### config.mk
export PLATFORM = sky130hd
export DESIGN_NAME = kmp_matcher
export DESIGN_NICKNAME = d
export VERILOG_FILES = /design/src/rtl/kmp_matcher.sv
export SDC_FILE = /design/constraint.sdc
export NUM_CORES = 1
export LEC_CHECK = 0
export CORE_UTILIZATION = 46
export DETAILED_ROUTE_END_ITERATION = 10
export GPL_TIMING_DRIVEN = 1
export PLACE_DENSITY = 0.86
export SYNTH_ARGS = -nofsm -noshare
export SYNTH_HDL_FRONTEND = slang
export SYNTH_SLANG_ARGS = --single-unit
### constraint.sdc
create_clock -name clk -period 8.2 [get_ports clk]
set_clock_uncertainty 0.05 [all_clocks]
set_input_delay 1.64 -clock clk [delete_from_list [all_inputs] [get_ports clk]]
set_output_delay 1.64 -clock clk [all_outputs]
set_load 0.005 [all_outputs]
### src/rtl/kmp_matcher.sv
// kmp_matcher: streaming Knuth-Morris-Pratt substring matcher.
// The pattern and its failure function arrive precomputed. The text arrives
// as a byte stream through a one-byte hold register. Each SCAN cycle does one
// KMP step on the held byte: advance on equal, take one failure-function
// fallback on mismatch, or drop the byte when nothing is matched yet.
//
// Ports
//   clk           : clock, rising edge
//   reset         : synchronous, active-high
//   ff_valid      : pattern/failure table valid, held high for the whole job
//   pattern       : character i at [i*BYTE +: BYTE]
//   last_pat_idx  : pattern length - 1
//   fail_func     : entry i at [i*MAX_PAT_ADD +: MAX_PAT_ADD], border length of pattern[0..i]
//   s_valid/s_data/s_last : text byte stream with last-byte flag
//   s_ready       : byte accepted when s_valid && s_ready (combinational)
//   o_match_valid : one-cycle pulse per full match
//   o_match_pos   : start position of the most recent match
//   o_match_cnt   : saturating match count for the current job
//   o_done        : high while in DONE
module kmp_matcher #(
    parameter int unsigned BYTE        = 8,
    parameter int unsigned MAX_PATTERN = 8,
    parameter int unsigned MAX_PAT_ADD = 3,
    parameter int unsigned MAX_STR_ADD = 5
) (
    input  logic                           clk,
    input  logic                           reset,
    input  logic                           ff_valid,
    input  logic [MAX_PATTERN*BYTE-1:0]    pattern,
    input  logic [MAX_PAT_ADD-1:0]         last_pat_idx,
    input  logic [MAX_PAT_ADD*MAX_PATTERN-1:0] fail_func,
    input  logic                           s_valid,
    input  logic [BYTE-1:0]                s_data,
    input  logic                           s_last,
    output logic                           s_ready,
    output logic                           o_match_valid,
    output logic [MAX_STR_ADD-1:0]         o_match_pos,
    output logic [MAX_STR_ADD:0]           o_match_cnt,
    output logic                           o_done
);

    localparam int unsigned CNT_W = MAX_STR_ADD + 1;

    typedef enum logic [1:0] {
        IDLE = 2'd0,
        SCAN = 2'd1,
        DONE = 2'd2
    } state_e;

    state_e state_q, state_d;

    logic [MAX_PAT_ADD-1:0] j_q, j_d;
    logic [MAX_STR_ADD-1:0] pos_q, pos_d;
    logic [BYTE-1:0]        hold_byte_q, hold_byte_d;
    logic                   hold_last_q, hold_last_d;
    logic                   hold_full_q, hold_full_d;
    logic                   mvalid_q, mvalid_d;
    logic [MAX_STR_ADD-1:0] mpos_q, mpos_d;
    logic [CNT_W-1:0]       cnt_q, cnt_d;
    logic                   done_q, done_d;

    // Unpacked views of the flat pattern and failure-function buses
    logic [BYTE-1:0]        pat_arr [MAX_PATTERN];
    logic [MAX_PAT_ADD-1:0] ff_arr  [MAX_PATTERN];

    for (genvar g = 0; g < MAX_PATTERN; g++) begin : g_unpack
        assign pat_arr[g] = pattern[g*BYTE +: BYTE];
        assign ff_arr[g]  = fail_func[g*MAX_PAT_ADD +: MAX_PAT_ADD];
    end

    // KMP step qualifiers for the held byte
    logic                   step_en;
    logic                   chr_eq;
    logic                   at_last;
    logic                   consume;
    logic [MAX_PAT_ADD-1:0] fb_idx;

    always_comb begin : step_comb
        step_en = (state_q == SCAN) && ff_valid && hold_full_q;
        chr_eq  = (pat_arr[j_q] == hold_byte_q);
        at_last = (j_q == last_pat_idx);
        fb_idx  = j_q - MAX_PAT_ADD'(1);
        // A mismatch with j > 0 keeps the byte and only falls back
        consume = step_en && (chr_eq || (j_q == '0));
    end

    // State register
    always_ff @(posedge clk) begin : state_reg
        if (reset) begin
            state_q <= IDLE;
        end else begin
            state_q <= state_d;
        end
    end

    // Next-state logic
    always_comb begin : next_state_comb
        state_d = state_q;
        case (state_q)
            IDLE: begin
                if (ff_valid) begin
                    state_d = SCAN;
                end
            end
            SCAN: begin
                if (!ff_valid) begin
                    state_d = IDLE;
                end else if (consume && hold_last_q) begin
                    state_d = DONE;
                end
            end
            DONE: begin
                if (!ff_valid) begin
                    state_d = IDLE;
                end
            end
            default: state_d = IDLE;
        endcase
    end

    // Output / datapath next values
    always_comb begin : output_comb
        j_d         = j_q;
        pos_d       = pos_q;
        hold_byte_d = hold_byte_q;
        hold_last_d = hold_last_q;
        hold_full_d = hold_full_q;
        mvalid_d    = 1'b0;
        mpos_d      = mpos_q;
        cnt_d       = cnt_q;
        done_d      = (state_d == DONE);
        s_ready     = 1'b0;

        if ((state_q == SCAN) && ff_valid) begin
            // Once the last byte is held, accept nothing more for this job
            s_ready = !hold_full_q || (consume && !hold_last_q);

            if (step_en) begin
                if (chr_eq) begin
                    if (at_last) begin
                        mvalid_d = 1'b1;
                        mpos_d   = pos_q - MAX_STR_ADD'(last_pat_idx);
                        j_d      = ff_arr[last_pat_idx];
                        if (cnt_q != '1) begin
                            cnt_d = cnt_q + CNT_W'(1);
                        end
                    end else begin
                        j_d = j_q + MAX_PAT_ADD'(1);
                    end
                end else if (j_q != '0) begin
                    j_d = ff_arr[fb_idx];
                end
            end

            if (consume) begin
                pos_d       = pos_q + MAX_STR_ADD'(1);
                hold_full_d = 1'b0;
                hold_last_d = 1'b0;
            end

            if (s_valid && s_ready) begin
                hold_byte_d = s_data;
                hold_last_d = s_last;
                hold_full_d = 1'b1;
            end
        end

        // Entering or sitting in IDLE clears the job context; SCAN then starts clean
        if (state_d == IDLE) begin
            j_d         = '0;
            pos_d       = '0;
            hold_byte_d = '0;
            hold_last_d = 1'b0;
            hold_full_d = 1'b0;
            mvalid_d    = 1'b0;
            mpos_d      = '0;
            cnt_d       = '0;
        end
    end

    // Datapath and output registers
    always_ff @(posedge clk) begin : data_reg
        if (reset) begin
            j_q         <= '0;
            pos_q       <= '0;
            hold_byte_q <= '0;
            hold_last_q <= 1'b0;
            hold_full_q <= 1'b0;
            mvalid_q    <= 1'b0;
            mpos_q      <= '0;
            cnt_q       <= '0;
            done_q      <= 1'b0;
        end else begin
            j_q         <= j_d;
            pos_q       <= pos_d;
            hold_byte_q <= hold_byte_d;
            hold_last_q <= hold_last_d;
            hold_full_q <= hold_full_d;
            mvalid_q    <= mvalid_d;
            mpos_q      <= mpos_d;
            cnt_q       <= cnt_d;
            done_q      <= done_d;
        end
    end

    assign o_match_valid = mvalid_q;
    assign o_match_pos   = mpos_q;
    assign o_match_cnt   = cnt_q;
    assign o_done        = done_q;

endmodule

==> run_results.csv <==
group,metric,value,unit
outcome,outcome,"finished, final reports clean",
placed_design,dp.cells,451,
global_route,grt_pass1_wl,12200,um
drt,wl_per_cell,15.9,um
timing,grt_setup_unrepaired,"no",
clock_network,insertion_delay,0.28,ns
layout,syn_to_final_growth,47.2,%
floorplanning,die_y,79.1,um
drt,firstDrtPassIters,4,
global_route,grt_pass1_vias,2758,
worst_hold_path,min_from,"hold_byte_q[6]$_SDFFE_PP0P_",
layout,final_nets,499,
synth,synth_largest_area_cell,"dfxtp_1",
clock_network,ctsResizeCount,0,
drt,first_iter_violations,151,
placed_design,routabilityCongestion,0.787,
drt,avgViaCountPerCell,5.72,
power,clockPowerShare,34.5,%
drt,wl_met2,3960,um
synth,synth_most_common_cell,"dfxtp_1",
clock_network,cts_max_path_buffers,2,
synth,synth_edf_count,0,
synth,synth-main-ff-cell,"dfxtp_1",
global_route,grt_usage,25.2,%
critical_path,end_kind,"output pin",
floorplanning,ios,118,
synth,synth-async-reset-ratio,0,%
synth,synth_commonest_cells,"dfxtp_1, mux2i_1, nand2_1, mux4_2, nor2_1",
layout,instances_no_fill,459,
synth,yosysSeqAreaShare,24.2,%
layout,drive_gt1_share,11.6,%
synth,synth_cells,278,
critical_path,worstRegToRegCells,7,
power,netSwitchingFraction,22.9,%
floorplanning,row_count,27,
global_route,grt_max_degree,31,
timing,worst_slew_pin_slew,1.12,ns
critical_path,cp.required,6.51,ns
run,drv_cap,0,
timing,period_share,75.4,%
timing,holdWs,0.427,ns
clock_network,cts_num_sinks,33,
placed_design,port_buffers,117,
drt,drt_wl_total,7320,um
worst_hold_path,min_path_cells,2,
clock_network,cts.hold.buffers_added,0,
layout,multi_input_area,1940,sq um
global_route,grt_overflow_total,0,
timing,max_freq,0.162,GHz
power,power_density,96.8,nW/um^2
drt,num_vias,2627,
critical_path,worstPathMaxFanout,14,
timing,setup_tns,0,ns
worst_hold_path,hold_path.class,"reg -> reg",
layout,postLayoutCoreUtil,71.7,%
critical_path,startpoint_type,"input pin",
power,combPwrFrac,23.8,%
placed_design,dp_slack,2.02,ns
timing,slew_headroom,25.0,%
synth,synth_fp_nets,391,
timing,setup-violations-final,0,
floorplanning,die-area,6250,sq um
timing,hold_violations,0,
drt,drc,0,
critical_path,r2r_start,"j_q[0]$_SDFFE_PP0P_",
synth,yosys_warnings,0,
placed_design,place_area,3920,sq um
layout,final_area,4020,sq um
critical_path,rrSetupSlack,4.59,ns
layout,fillers,433,
clock_network,cts_tree,"done",
drt,wl_met3,496,um
layout,seq_area,662,sq um
worst_hold_path,holdPathEnd,"hold_byte_q[6]$_SDFFE_PP0P_",
synth,synth_area_leaders,"dfxtp_1, mux4_2, mux2i_1",
synth,ys_ff_latch,33,
critical_path,worstPathArrival,4.49,ns
placed_design,dp_hpwl,5920,um
synth,synth_top_area_share,24.2,%
clock_network,cts_root_buf,"clkbuf_8",
power,seqPwrFrac,41.7,%
drt,antenna_violating_nets_post_route,0,
power,p_leak,1.51,nW
clock_network,clkTransAtPathRegs,0.06,ns
clock_network,cts_buffers,5,
timing,fin_ws,2.02,ns
drt,highest_layer,"met4",
global_route,grt_antenna_before_repair,0,
power,power,0.389,mW
power,p_sw,0.0893,mW
clock_network,ctsHtreeMaxLevel,2,
power,ir_worst_vdd,0.0730,mV
timing,post-route-min-period,6.18,ns
floorplanning,initial_utilization,48.7,%
power,p_int,0.300,mW
critical_path,crit_type,"in -> out",
drt,wl_met1,2760,um
synth,netlist_area,2730,sq um
floorplanning,die_w,79.1,um
floorplanning,core_region_area,5610,sq um
synth,avgSynthCellArea,9.83,sq um
layout,diodes,0,
clock_network,cts_setup_buffers,0,
synth,synth_cell_types,53,
critical_path,r2r-end,"o_match_cnt[3]$_SDFFE_PP0P_",
timing,drv_slew,0,
-- critical path: stages --
cell,delay (ns)
clkdlybuf4s50_1,0.40
mux4_2,0.47
mux2i_1,0.21
xor2_1,0.23
nand3_2,0.22
o31ai_4,0.55
nand2b_1,0.10
a21oi_1,0.16
clkdlybuf4s50_1,0.51
-- cell usage in the layout (no fill, tap or decap), types with 8 or more instances in the layout --
master / n
nor2_1: 19
mux4_2: 24
mux2i_1: 32
a21oi_1: 8
inv_1: 12
ha_1: 8
dfxtp_1: 32
nand2_1: 32
xor2_1: 11
clkdlybuf4s50_1: 117
-- metal layers --
metal | GRT usage, % | vias up
met3 | 7.01 | 10
met2 | 47.6 | 94
met5 | 0 | -
met4 | 8.55 | 0
met1 | 26.5 | 1262
li1 | - | 1261
-- power groups by stage --
stage          clock network (mW)  registers, mW  logic [mW]
5_1_grt                     0.145          0.162      0.0995
2_1_floorplan                   0          0.166      0.0350
4_1_cts                     0.137          0.162      0.0933
3_5_place_dp                    0          0.166      0.0931
6_report                    0.134          0.162      0.0929
3_3_place_gp                    0          0.166      0.0905
-- cell type report --
cell class                      count  share of cell area [%]
Multi-Input combinational cell    216                    48.4
Timing Repair Buffer              118                    29.3
Sequential cell                    33                    16.5
Clock buffer                        7                    2.40
Tap cell                           72                    2.24
Inverter                           12                    1.12
Clock inverter                      1                   0.124
-- state kept, by name (all words and copies together), names as in the netlist --
name,flops
pos_q,5
o_done,1
hold_full_q,1
j_q,3
o_match_cnt,6
o_match_valid,1
hold_byte_q,8
o_match_pos,5
hold_last_q,1
state_q,2
-- logic make-up after synthesis --
kind of cell,Yosys count,synth area share (%)
compound gates,47,13.0
simple gates,89,17.3
xor+xnor,15,4.81
flops,33,24.2
fa+ha+maj,9,4.40
buf+inv,29,4.81
mux,56,31.5
-- worst max path at each step --
stage | startpoint | to | slack [ns] | depth (start not counted)
2_1_floorplan | pattern[59] | s_ready | 3.35 | 7
6_report | pattern[63] | s_ready | 2.02 | 9
5_1_grt | pattern[7] | s_ready | 1.85 | 9
4_1_cts | pattern[63] | s_ready | 2.02 | 9
3_3_place_gp | pattern[63] | s_ready | 2.08 | 9
3_5_place_dp | pattern[63] | s_ready | 2.02 | 9
(Power assumes the default switching activity.)
